File: src/rtl/id_ex_stage_pkg.sv
// Shared CPU definitions used by the ID/EX pipeline register and the ALU control stage.
package id_ex_stage_pkg;

  localparam int DATA_W     = 32;
  localparam int CNT_W      = 16;
  localparam int REG_ADDR_W = 5;
  localparam int FUNCT_W    = 4;

  typedef enum logic [1:0] {
    ALUOP_MEM    = 2'b00,
    ALUOP_BRANCH = 2'b01,
    ALUOP_RTYPE  = 2'b10,
    ALUOP_ITYPE  = 2'b11
  } alu_op_e;

  typedef struct packed {
    alu_op_e              alu_op;
    logic [FUNCT_W-1:0]   funct;
    logic                 alu_src;
    logic                 reg_write;
    logic                 mem_read;
    logic                 mem_write;
    logic                 mem_to_reg;
    logic                 branch;
  } ctrl_t;

  typedef struct packed {
    logic [DATA_W-1:0]     pc;
    logic [DATA_W-1:0]     rs1_data;
    logic [DATA_W-1:0]     rs2_data;
    logic [DATA_W-1:0]     imm;
    logic [REG_ADDR_W-1:0] rs1_addr;
    logic [REG_ADDR_W-1:0] rs2_addr;
    logic [REG_ADDR_W-1:0] rd_addr;
  } data_t;

  typedef struct packed {
    data_t dat;
    ctrl_t ctrl;
  } id_ex_t;

  function automatic logic [CNT_W-1:0] sat_inc(input logic [CNT_W-1:0] v);
    return (&v) ? v : v + {{(CNT_W-1){1'b0}}, 1'b1};
  endfunction

endpackage

File: src/rtl/id_ex_stage_if.sv
// ID-side operands/controls, pipeline commands and the registered EX-side view.
interface id_ex_stage_if;
  import id_ex_stage_pkg::*;

  logic                  id_valid_i;
  logic [DATA_W-1:0]     pc_i, rs1_data_i, rs2_data_i, imm_i;
  logic [REG_ADDR_W-1:0] rs1_addr_i, rs2_addr_i, rd_addr_i;
  logic [FUNCT_W-1:0]    funct_i;
  logic [1:0]            ALUOp_i;
  logic                  ALUSrc_i, RegWrite_i, MemRead_i, MemWrite_i, MemtoReg_i, Branch_i;
  logic                  flush_i, stall_i;

  logic                  valid_o;
  logic [DATA_W-1:0]     pc_o, rs1_data_o, rs2_data_o, imm_o;
  logic [REG_ADDR_W-1:0] rs1_addr_o, rs2_addr_o, rd_addr_o;
  logic [FUNCT_W-1:0]    funct_o;
  logic [1:0]            ALUOp_o;
  logic                  ALUSrc_o, RegWrite_o, MemRead_o, MemWrite_o, MemtoReg_o, Branch_o;
  logic                  load_use_o;
  logic [CNT_W-1:0]      bubble_cnt_o;

  modport master (
    output id_valid_i, pc_i, rs1_data_i, rs2_data_i, imm_i,
           rs1_addr_i, rs2_addr_i, rd_addr_i, funct_i, ALUOp_i,
           ALUSrc_i, RegWrite_i, MemRead_i, MemWrite_i, MemtoReg_i, Branch_i,
           flush_i, stall_i,
    input  valid_o, pc_o, rs1_data_o, rs2_data_o, imm_o,
           rs1_addr_o, rs2_addr_o, rd_addr_o, funct_o, ALUOp_o,
           ALUSrc_o, RegWrite_o, MemRead_o, MemWrite_o, MemtoReg_o, Branch_o,
           load_use_o, bubble_cnt_o
  );

  modport slave (
    input  id_valid_i, pc_i, rs1_data_i, rs2_data_i, imm_i,
           rs1_addr_i, rs2_addr_i, rd_addr_i, funct_i, ALUOp_i,
           ALUSrc_i, RegWrite_i, MemRead_i, MemWrite_i, MemtoReg_i, Branch_i,
           flush_i, stall_i,
    output valid_o, pc_o, rs1_data_o, rs2_data_o, imm_o,
           rs1_addr_o, rs2_addr_o, rd_addr_o, funct_o, ALUOp_o,
           ALUSrc_o, RegWrite_o, MemRead_o, MemWrite_o, MemtoReg_o, Branch_o,
           load_use_o, bubble_cnt_o
  );

endinterface

File: src/rtl/id_ex_stage_hazard_detect.sv
// Load-use detector: a load in EX whose destination is a source of the ID instruction.
// Purely combinational; x0 never creates a dependency.
module hazard_detect
  import id_ex_stage_pkg::*;
(
  input  logic                  i_ex_valid,
  input  logic                  i_ex_mem_read,
  input  logic [REG_ADDR_W-1:0] i_ex_rd_addr,
  input  logic                  i_id_valid,
  input  logic [REG_ADDR_W-1:0] i_id_rs1_addr,
  input  logic [REG_ADDR_W-1:0] i_id_rs2_addr,
  output logic                  o_load_use
);

  logic w_rd_nonzero;
  logic w_src_match;

  assign w_rd_nonzero = (i_ex_rd_addr != '0);
  assign w_src_match  = (i_ex_rd_addr == i_id_rs1_addr) || (i_ex_rd_addr == i_id_rs2_addr);
  assign o_load_use   = i_ex_valid && i_ex_mem_read && i_id_valid && w_rd_nonzero && w_src_match;

endmodule

File: src/rtl/id_ex_stage.sv
// ID/EX pipeline register, 1-cycle latency. Priority per edge: flush > stall > load-use bubble > capture.
// Bubbles (flush or load-use, not under stall) are counted in a saturating counter.
module id_ex_stage
  import id_ex_stage_pkg::*;
(
  input  logic         clk_i,
  input  logic         rst_i,
  id_ex_stage_if.slave bus
);

  id_ex_t           w_id;
  id_ex_t           w_next;
  id_ex_t           r_ex;
  logic             w_next_valid;
  logic             r_valid;
  logic             w_load_use;
  logic             w_bubble;
  logic [CNT_W-1:0] r_bubble_cnt;

  always_comb begin
    w_id                 = '0;
    w_id.dat.pc          = bus.pc_i;
    w_id.dat.rs1_data    = bus.rs1_data_i;
    w_id.dat.rs2_data    = bus.rs2_data_i;
    w_id.dat.imm         = bus.imm_i;
    w_id.dat.rs1_addr    = bus.rs1_addr_i;
    w_id.dat.rs2_addr    = bus.rs2_addr_i;
    w_id.dat.rd_addr     = bus.rd_addr_i;
    w_id.ctrl.alu_op     = alu_op_e'(bus.ALUOp_i);
    w_id.ctrl.funct      = bus.funct_i;
    w_id.ctrl.alu_src    = bus.ALUSrc_i;
    w_id.ctrl.reg_write  = bus.RegWrite_i;
    w_id.ctrl.mem_read   = bus.MemRead_i;
    w_id.ctrl.mem_write  = bus.MemWrite_i;
    w_id.ctrl.mem_to_reg = bus.MemtoReg_i;
    w_id.ctrl.branch     = bus.Branch_i;
  end

  hazard_detect u_hazard_detect (
    .i_ex_valid    (r_valid),
    .i_ex_mem_read (r_ex.ctrl.mem_read),
    .i_ex_rd_addr  (r_ex.dat.rd_addr),
    .i_id_valid    (bus.id_valid_i),
    .i_id_rs1_addr (bus.rs1_addr_i),
    .i_id_rs2_addr (bus.rs2_addr_i),
    .o_load_use    (w_load_use)
  );

  // A flush under stall still clears the register but is not counted as a bubble.
  always_comb begin
    w_next       = r_ex;
    w_next_valid = r_valid;
    w_bubble     = 1'b0;
    if (bus.flush_i) begin
      w_next       = '0;
      w_next_valid = 1'b0;
      w_bubble     = !bus.stall_i;
    end else if (!bus.stall_i) begin
      if (w_load_use) begin
        w_next       = '0;
        w_next_valid = 1'b0;
        w_bubble     = 1'b1;
      end else begin
        w_next       = w_id;
        w_next_valid = bus.id_valid_i;
        if (!bus.id_valid_i) begin
          w_next.ctrl = '0;
        end
      end
    end
  end

  always_ff @(posedge clk_i or negedge rst_i) begin
    if (!rst_i) begin
      r_ex         <= '0;
      r_valid      <= 1'b0;
      r_bubble_cnt <= '0;
    end else begin
      r_ex    <= w_next;
      r_valid <= w_next_valid;
      if (w_bubble) begin
        r_bubble_cnt <= sat_inc(r_bubble_cnt);
      end
    end
  end

  assign bus.valid_o      = r_valid;
  assign bus.pc_o         = r_ex.dat.pc;
  assign bus.rs1_data_o   = r_ex.dat.rs1_data;
  assign bus.rs2_data_o   = r_ex.dat.rs2_data;
  assign bus.imm_o        = r_ex.dat.imm;
  assign bus.rs1_addr_o   = r_ex.dat.rs1_addr;
  assign bus.rs2_addr_o   = r_ex.dat.rs2_addr;
  assign bus.rd_addr_o    = r_ex.dat.rd_addr;
  assign bus.funct_o      = r_ex.ctrl.funct;
  assign bus.ALUOp_o      = r_ex.ctrl.alu_op;
  assign bus.ALUSrc_o     = r_ex.ctrl.alu_src;
  assign bus.RegWrite_o   = r_ex.ctrl.reg_write;
  assign bus.MemRead_o    = r_ex.ctrl.mem_read;
  assign bus.MemWrite_o   = r_ex.ctrl.mem_write;
  assign bus.MemtoReg_o   = r_ex.ctrl.mem_to_reg;
  assign bus.Branch_o     = r_ex.ctrl.branch;
  assign bus.load_use_o   = w_load_use;
  assign bus.bubble_cnt_o = r_bubble_cnt;

endmodule

File: src/flat_wrapper.sv
// flat-port wrapper written by rule: the top's interface ports become plain ports
module id_ex_stage_flat import id_ex_stage_pkg::*;
  (clk_i, rst_i, bus_id_valid_i, bus_pc_i, bus_rs1_data_i, bus_rs2_data_i, bus_imm_i, bus_rs1_addr_i, bus_rs2_addr_i, bus_rd_addr_i, bus_funct_i, bus_ALUOp_i, bus_ALUSrc_i, bus_RegWrite_i, bus_MemRead_i, bus_MemWrite_i, bus_MemtoReg_i, bus_Branch_i, bus_flush_i, bus_stall_i, bus_valid_o, bus_pc_o, bus_rs1_data_o, bus_rs2_data_o, bus_imm_o, bus_rs1_addr_o, bus_rs2_addr_o, bus_rd_addr_o, bus_funct_o, bus_ALUOp_o, bus_ALUSrc_o, bus_RegWrite_o, bus_MemRead_o, bus_MemWrite_o, bus_MemtoReg_o, bus_Branch_o, bus_load_use_o, bus_bubble_cnt_o);
  id_ex_stage_if bus_i ();
  input  logic clk_i;
  input  logic rst_i;
  input wire logic [$bits(bus_i.id_valid_i)-1:0] bus_id_valid_i;
  input wire logic [$bits(bus_i.pc_i)-1:0] bus_pc_i;
  input wire logic [$bits(bus_i.rs1_data_i)-1:0] bus_rs1_data_i;
  input wire logic [$bits(bus_i.rs2_data_i)-1:0] bus_rs2_data_i;
  input wire logic [$bits(bus_i.imm_i)-1:0] bus_imm_i;
  input wire logic [$bits(bus_i.rs1_addr_i)-1:0] bus_rs1_addr_i;
  input wire logic [$bits(bus_i.rs2_addr_i)-1:0] bus_rs2_addr_i;
  input wire logic [$bits(bus_i.rd_addr_i)-1:0] bus_rd_addr_i;
  input wire logic [$bits(bus_i.funct_i)-1:0] bus_funct_i;
  input wire logic [$bits(bus_i.ALUOp_i)-1:0] bus_ALUOp_i;
  input wire logic [$bits(bus_i.ALUSrc_i)-1:0] bus_ALUSrc_i;
  input wire logic [$bits(bus_i.RegWrite_i)-1:0] bus_RegWrite_i;
  input wire logic [$bits(bus_i.MemRead_i)-1:0] bus_MemRead_i;
  input wire logic [$bits(bus_i.MemWrite_i)-1:0] bus_MemWrite_i;
  input wire logic [$bits(bus_i.MemtoReg_i)-1:0] bus_MemtoReg_i;
  input wire logic [$bits(bus_i.Branch_i)-1:0] bus_Branch_i;
  input wire logic [$bits(bus_i.flush_i)-1:0] bus_flush_i;
  input wire logic [$bits(bus_i.stall_i)-1:0] bus_stall_i;
  output wire logic [$bits(bus_i.valid_o)-1:0] bus_valid_o;
  output wire logic [$bits(bus_i.pc_o)-1:0] bus_pc_o;
  output wire logic [$bits(bus_i.rs1_data_o)-1:0] bus_rs1_data_o;
  output wire logic [$bits(bus_i.rs2_data_o)-1:0] bus_rs2_data_o;
  output wire logic [$bits(bus_i.imm_o)-1:0] bus_imm_o;
  output wire logic [$bits(bus_i.rs1_addr_o)-1:0] bus_rs1_addr_o;
  output wire logic [$bits(bus_i.rs2_addr_o)-1:0] bus_rs2_addr_o;
  output wire logic [$bits(bus_i.rd_addr_o)-1:0] bus_rd_addr_o;
  output wire logic [$bits(bus_i.funct_o)-1:0] bus_funct_o;
  output wire logic [$bits(bus_i.ALUOp_o)-1:0] bus_ALUOp_o;
  output wire logic [$bits(bus_i.ALUSrc_o)-1:0] bus_ALUSrc_o;
  output wire logic [$bits(bus_i.RegWrite_o)-1:0] bus_RegWrite_o;
  output wire logic [$bits(bus_i.MemRead_o)-1:0] bus_MemRead_o;
  output wire logic [$bits(bus_i.MemWrite_o)-1:0] bus_MemWrite_o;
  output wire logic [$bits(bus_i.MemtoReg_o)-1:0] bus_MemtoReg_o;
  output wire logic [$bits(bus_i.Branch_o)-1:0] bus_Branch_o;
  output wire logic [$bits(bus_i.load_use_o)-1:0] bus_load_use_o;
  output wire logic [$bits(bus_i.bubble_cnt_o)-1:0] bus_bubble_cnt_o;
  assign bus_i.id_valid_i = bus_id_valid_i;
  assign bus_i.pc_i = bus_pc_i;
  assign bus_i.rs1_data_i = bus_rs1_data_i;
  assign bus_i.rs2_data_i = bus_rs2_data_i;
  assign bus_i.imm_i = bus_imm_i;
  assign bus_i.rs1_addr_i = bus_rs1_addr_i;
  assign bus_i.rs2_addr_i = bus_rs2_addr_i;
  assign bus_i.rd_addr_i = bus_rd_addr_i;
  assign bus_i.funct_i = bus_funct_i;
  assign bus_i.ALUOp_i = bus_ALUOp_i;
  assign bus_i.ALUSrc_i = bus_ALUSrc_i;
  assign bus_i.RegWrite_i = bus_RegWrite_i;
  assign bus_i.MemRead_i = bus_MemRead_i;
  assign bus_i.MemWrite_i = bus_MemWrite_i;
  assign bus_i.MemtoReg_i = bus_MemtoReg_i;
  assign bus_i.Branch_i = bus_Branch_i;
  assign bus_i.flush_i = bus_flush_i;
  assign bus_i.stall_i = bus_stall_i;
  assign bus_valid_o = bus_i.valid_o;
  assign bus_pc_o = bus_i.pc_o;
  assign bus_rs1_data_o = bus_i.rs1_data_o;
  assign bus_rs2_data_o = bus_i.rs2_data_o;
  assign bus_imm_o = bus_i.imm_o;
  assign bus_rs1_addr_o = bus_i.rs1_addr_o;
  assign bus_rs2_addr_o = bus_i.rs2_addr_o;
  assign bus_rd_addr_o = bus_i.rd_addr_o;
  assign bus_funct_o = bus_i.funct_o;
  assign bus_ALUOp_o = bus_i.ALUOp_o;
  assign bus_ALUSrc_o = bus_i.ALUSrc_o;
  assign bus_RegWrite_o = bus_i.RegWrite_o;
  assign bus_MemRead_o = bus_i.MemRead_o;
  assign bus_MemWrite_o = bus_i.MemWrite_o;
  assign bus_MemtoReg_o = bus_i.MemtoReg_o;
  assign bus_Branch_o = bus_i.Branch_o;
  assign bus_load_use_o = bus_i.load_use_o;
  assign bus_bubble_cnt_o = bus_i.bubble_cnt_o;
  id_ex_stage u_core (.clk_i(clk_i), .rst_i(rst_i), .bus(bus_i));
endmodule
File: config.mk
export PLATFORM = sky130hd
export DESIGN_NAME = id_ex_stage_flat
export DESIGN_NICKNAME = d
export VERILOG_FILES = /design/src/rtl/id_ex_stage_pkg.sv /design/src/rtl/id_ex_stage_if.sv /design/src/rtl/id_ex_stage_hazard_detect.sv /design/src/rtl/id_ex_stage.sv /design/src/flat_wrapper.sv
export SDC_FILE = /design/constraint.sdc
export NUM_CORES = 1
export LEC_CHECK = 0
export CORE_MARGIN = 2
export CORE_UTILIZATION = 46
export CTS_CLUSTER_DIAMETER = 40
export DETAILED_ROUTE_END_ITERATION = 10
export HOLD_SLACK_MARGIN = 0.08
export PLACE_DENSITY = 0.85
export SLEW_MARGIN = 20
export SYNTH_ARGS = -nofsm -noshare
export SYNTH_HDL_FRONTEND = slang
export SYNTH_SLANG_ARGS = --single-unit
File: constraint.sdc
create_clock -name clk_i -period 2.8 [get_ports clk_i]
set_input_delay 0.56 -clock clk_i [delete_from_list [all_inputs] [get_ports clk_i]]
set_output_delay 0.56 -clock clk_i [all_outputs]
set_load 0.01 [all_outputs]
==> flow_metrics.tcl, run 1 <==
set metrics [dict create \
    die_w_um 133 \
    clkLatencyLatePin_ps 420 \
    io_buffer_count 332 \
    crit_required_ps 2240 \
    fin_crit_ps 2600 \
    netlist_instances 773 \
    top_usage_layer "met2" \
    drt_iter0_drc 494 \
    fin_area_sq_mm 0.0119 \
    netlist_top_cells_area "dfrtp_1 56%, nand3b_1 14%, a21oi_1 9.6%" \
    cts_inserted_buffers 17 \
    drv_slew 0 \
    num_vias 6958 \
    async_reset_ff_share_pct 100 \
    grt_max_degree 143 \
    synth_nets 934 \
    die_y_um 133 \
    yosysWarnings 0 \
    ys.flop_type "dfrtp_1" \
    rows 47 \
    ir_drop_v 0.000383 \
    fin_nets 1241 \
    cts_sinks 172 \
    tritoncts "done" \
    first_global_vias 6992 \
    overflow 0 \
    area_growth_pct 55.1 \
    detail_route.wirelength_um 23100 \
    dpl-instance-area_sq_mm 0.0112 \
    setup_ws_ps 197 \
    ctsHoldBuffers 0 \
    critical_path.cell_chain "clkdlybuf4s50_1 -> xnor2_1 -> nand3_1 -> o22ai_4 -> nand2_4 -> inv_1 -> dlygate4sd2_1" \
    fmax_mhz 384 \
    dieArea_sq_mm 0.0177 \
    ys_seq_elements 172 \
    syn_avg_cell_area_sq_um 9.89 \
    yosys-top-cells-count "172 x dfrtp_1, 150 x nand2_1, 146 x a21oi_1" \
    setup_viol 0 \
    powerDensity_mw_per_mm2 534 \
    gp_congestion 0.818 \
    grt_use_total_pct 26.1 \
    netlist_area_sq_mm 0.00764 \
    synth.largest_area_cell "dfrtp_1" \
    grt_use_met2_pct 42.7 \
    path_class "input port to output port" \
    p_total_mw 6.33 \
    fin_skew_ps 11.4 \
    start_util_pct 46.6 \
    yosys.area.top_type_share_pct 56.3 \
    cp_max_fo 2 \
    synthDistinctLibCells 34 \
    p_leak_nw 4.89 \
    yosysSeqAreaShare_pct 56.3 \
    htree_levels 4 \
    cts-root-buf "clkbuf_16" \
    drc 0 \
    whs_ps 116 \
    drive_gt1_share_pct 6.41 \
    yosysMostFrequentCell "dfrtp_1" \
    synth_edf_count 0 \
    cp.arrival_ps 2040 \
    clockBufferDepth 2 \
    grt_first_pass_wirelength_um 36700 \
    clk_pin_slew_ps 70 \
    end_kind "output port" \
    cp_slowest_stage_delay_ps 510 \
    antenna_found_initial 2 \
    grt_util_met1_pct 32.5 \
    pre_cts_slack_ps -102 \
    cts_setup_buffers 0 \
    min_path_type "input port to asynchronous set/reset pin" \
    slew_headroom_pct 31.2 \
    wire_per_inst_um 17.6 \
    io_pins 333 \
    dpl.hpwl_um 15500 \
    dr.pass1.iters 5 \
    routed_via_density 5.30 \
    setup_tns_ps 0 \
    grt_setup_unrepaired "false" \
    grt.met3_usage_pct 6.78 \
    min_period_over_period_pct 93.0 \
    cap_violations 0 \
    cp-start-kind "input port" \
    drtAntennaViolNets 0 \
    worst_pin_slew_ps 1030 \
    design.core.area_sq_mm 0.0164 \
    timing_hold_violations_final 0 \
    status "finished, final reports clean" \
    worst_path_max_delay_cell "clkdlybuf4s50_1" \
]
layout make-up:
type | instances | area [sq um]
flip-flops and latches | 172 | 4300
inverters | 2 | 7.51
clock buffers | 22 | 474
multi-input cells | 531 | 3080
diodes | 1 | 2.50
clock inverters | 9 | 138
fillers | 1192 | 4550
repair buffers | 356 | 3580
well taps | 220 | 275
where the power goes:
group	switching, mW	internal [mW]
sequential	0.123	2.64
combinational	0.477	0.654
clock	0.956	1.48
total	1.56	4.77
worst max-delay path, delay by kind of cell:
| family | cells | cell delay, ps |
|---|---|---|
| simple gates | 2 | 230 |
| xor+xnor | 1 | 130 |
| buf+inv | 3 | 870 |
| compound gates | 1 | 240 |
stage by stage:
step	instances	util, %
final	1313	72.3
after CTS	1312	72.3
after global placement	1281	68.4
after detailed placement	1281	68.4
after global routing	1313	72.3
after floorplan	773	-
flip-flops by register name (all words and copies together) (netlist names):
name / count
u_core.bus.imm_o: 32
u_core.bus.pc_o: 32
u_core.bus.rs1_data_o: 32
u_core.bus.rs2_data_o: 32
u_core.bus.bubble_cnt_o: 16
u_core.bus.rd_addr_o: 5
u_core.bus.rs1_addr_o: 5
u_core.bus.rs2_addr_o: 5
u_core.bus.funct_o: 4
u_core.bus.ALUOp_o: 2
u_core.bus.ALUSrc_o: 1
u_core.bus.Branch_o: 1
u_core.bus.MemRead_o: 1
u_core.bus.MemWrite_o: 1
u_core.bus.MemtoReg_o: 1
u_core.bus.RegWrite_o: 1
u_core.bus.valid_o: 1
worst paths after layout:
| path | startpoint | endpoint | slack [ps] | cells after the start |
|---|---|---|---|---|
| max | bus_rs1_addr_i[4] | bus_load_use_o | 200 | 7 |
| min | rst_i | u_core.bus.bubble_cnt_o[4] | 120 | 1 |
| max reg2reg | u_core.bus.rd_addr_o[1] | u_core.bus.MemWrite_o | 530 | 6 |
| min reg2reg | u_core.bus.bubble_cnt_o[5] | u_core.bus.bubble_cnt_o[5] | 490 | 1 |
| max in group asynchronous | rst_i | u_core.bus.pc_o[16] | 1960 | 2 |
| min in group clk_i | u_core.bus.bubble_cnt_o[5] | u_core.bus.bubble_cnt_o[5] | 490 | 1 |
logic make-up (layout without fill, tap and decap cells):
family / after synthesis / count (layout) / synth area share (%)
simple gates: 342 / 342 / 25.5
flops: 172 / 172 / 56.3
compound gates: 162 / 162 / 11.3
buf+inv: 70 / 389 / 3.68
xor+xnor: 24 / 24 / 2.75
mux: 2 / 2 / 0.278
fa+ha+maj: 1 / 1 / 0.164
other cells: 0 / 1 / 0
cell usage in the layout, fill, tap and decap left out, drive strengths merged:
master,instances
a21oi,147
a22oi,12
and3,3
and4,1
and4bb,2
buf,27
bufinv,3
clkbuf,22
clkdlybuf4s50,328
clkinv,5
clkinvlp,1
dfrtp,172
diode,1
dlygate4sd2,1
ha,1
inv,2
mux2,1
mux2i,1
nand2,151
nand2b,1
nand3,6
nand3b,145
nand4,2
nor2,18
nor2b,1
nor3,3
nor3b,1
nor4,5
nor4b,2
nor4bb,1
o2111ai,1
o21ai,1
o22ai,1
xnor2,13
xor2,11
what timing repair did:
action / 4_1_cts / 5_1_grt
endpoints found under the hold margin: 0 / 0
resized for setup: 4 / 0
endpoints found under the setup margin: 1 / 0
metal layers:
layer	routed length [um]	up-vias
met1	9100	3361
met4	873	0
met5	0	-
li1	-	3262
met3	1750	57
met2	11400	278
(Power assumes the default switching activity.)
==> run 2: changes to the inputs <==
--- a/config.mk
+++ b/config.mk
@@ -7,10 +7,10 @@
 export LEC_CHECK = 0
 export CORE_MARGIN = 2
 export CORE_UTILIZATION = 46
-export CTS_CLUSTER_DIAMETER = 40
 export DETAILED_ROUTE_END_ITERATION = 10
 export HOLD_SLACK_MARGIN = 0.08
-export PLACE_DENSITY = 0.85
+export PLACE_DENSITY = 0.86
+export RECOVER_POWER = 50
 export SLEW_MARGIN = 20
 export SYNTH_ARGS = -nofsm -noshare
 export SYNTH_HDL_FRONTEND = slang
==> run 2 against run 1 <==
Clock power down 6%. Power down 2.9%. Die area unchanged. Critical path type unchanged.
==> flow_metrics.tcl, run 2 (synthesized netlist as in run 1, its figures left out) <==
set metrics [dict create \
    cp_max_fo 2 \
    crit_required_ps 2240 \
    die_w_um 133 \
    drc 0 \
    grt_max_degree 212 \
    fin_crit_ps 2560 \
    mostFrequentLayoutCell "clkdlybuf4s50_1" \
    fin_nets 1237 \
    io_buffer_count 332 \
    p_total_mw 6.15 \
    setup_viol 0 \
    ir_drop_v 0.000413 \
    min_path_type "input port to asynchronous set/reset pin" \
    placed_cells 1276 \
    detail_route.wirelength_um 23100 \
    grt_setup_unrepaired "false" \
    wire_per_inst_um 17.7 \
    first_global_vias 6889 \
    cts_sinks 172 \
    worst_path_max_delay_cell "clkdlybuf4s50_1" \
    instances_no_fill 1308 \
    gp_congestion 0.786 \
    cp_top_family "buffers and inverters" \
    clockBufferDepth 2 \
    cap_violations 0 \
    area_growth_pct 53.1 \
    final_cell_mix "242 x clkdlybuf4s50_1, 172 x dfrtp_1, 150 x nand2_1" \
    clk_pin_slew_ps 70 \
    drive_gt1_share_pct 5.88 \
    status "finished, final reports clean" \
    drt_iter0_drc 382 \
    cts_inserted_buffers 17 \
    rows 47 \
    clkLatencyLatePin_ps 420 \
    dpl.hpwl_um 15700 \
    timing_hold_violations_final 0 \
    cp-start-kind "input port" \
    end_kind "output port" \
    whs_ps 447 \
    cp_slowest_stage_delay_ps 500 \
    fin_skew_ps 12.0 \
    antennaDiodeCount 0 \
    tritoncts "done" \
    cp.arrival_ps 2000 \
    grt_first_pass_wirelength_um 36100 \
    dr.pass1.iters 5 \
    fin_util_pct 71.3 \
    overflow 0 \
    crit_buf_inv 3 \
    powerDensity_mw_per_mm2 525 \
    dpl-instance-area_sq_mm 0.0112 \
    cts-root-buf "clkbuf_16" \
    worst_pin_slew_ps 1380 \
    p_leak_nw 5.03 \
    num_vias 6860 \
    htree_levels 4 \
    min_period_over_period_pct 91.4 \
    path_class "input port to output port" \
    fin_area_sq_mm 0.0117 \
    routed_via_density 5.24 \
    die_y_um 133 \
    design.core.area_sq_mm 0.0164 \
    grt_use_total_pct 25.8 \
    io_pins 333 \
    slew_headroom_pct 8.33 \
    critical_path.cell_chain "clkdlybuf4s50_1 -> xnor2_1 -> nand3_1 -> o22ai_4 -> nand2_4 -> inv_1 -> dlygate4sd2_1" \
    dieArea_sq_mm 0.0177 \
    antenna_found_initial 0 \
    start_util_pct 46.6 \
    fmax_mhz 391 \
    drv_slew 0 \
    drtAntennaViolNets 0 \
]
-- run 2: cell count changes in the layout (fill, tap and decap cells not counted), sizes merged --
cell,delta
clkdlybuf4s50,-86
dlygate4sd3,+86
buf,-9
inv,+3
bufinv,-2
clkbuf,+2
clkinv,+1
clkinvlp,+1
diode,-1
-- run 2: per-stage QoR --
| stage | setup WS (ps) | setup TNS [ps] |
|---|---|---|
| CTS | 201 | 0 |
| global route | 85.0 | 0 |
| global placement | -16.2 | -16.2 |
| finish | 240 | 0 |
| floorplan | 949 | 0 |
| detailed placement | -49.1 | -57.2 |
-- run 2: final timing paths --
kind | endpoint | depth (start not counted) | start | slack [ps]
min in group clk_i | u_core.bus.rs2_data_o[11] | 3 | bus_stall_i | 500
worst max register to register | u_core.bus.imm_o[27] | 7 | u_core.bus.rd_addr_o[1] | 420
worst max-delay path | bus_load_use_o | 7 | bus_rs2_addr_i[4] | 240
worst min register to register | u_core.bus.bubble_cnt_o[10] | 1 | u_core.bus.bubble_cnt_o[10] | 500
worst min-delay path | u_core.bus.rs2_data_o[15] | 1 | rst_i | 450
max in group asynchronous | u_core.bus.rd_addr_o[0] | 2 | rst_i | 510
-- run 2: metal layers --
layer | track usage (%) | wire [um] | vias to the layer above
li1 | - | - | 3251
met1 | 30.6 | 9170 | 3293
met2 | 44.2 | 11500 | 261
met3 | 6.93 | 1620 | 55
met4 | 11.4 | 825 | 0
met5 | 0 | 0 | -
-- run 2: area by class of cell --
type	instances	area, sq um
repair buffers	352	3480
clock inverters	12	113
inverters	2	7.51
fillers	1171	4710
clock buffers	19	453
multi-input cells	531	3070
well taps	220	275
flip-flops and latches	172	4300
-- run 2: what timing repair did --
item                                    CTS  global route
setup buffers                             1             0
hold buffers                              0             0
gates resized for setup                   2             0
endpoints found under the setup margin    1             0
-- run 2: where the power goes --
group	switching, mW	leakage [nW]	internal (mW)	total [mW]
registers	0.120	2.29	2.64	2.76
clock network	1.02	0.276	1.28	2.29
logic	0.472	2.47	0.618	1.09
total	1.61	5.03	4.54	6.15
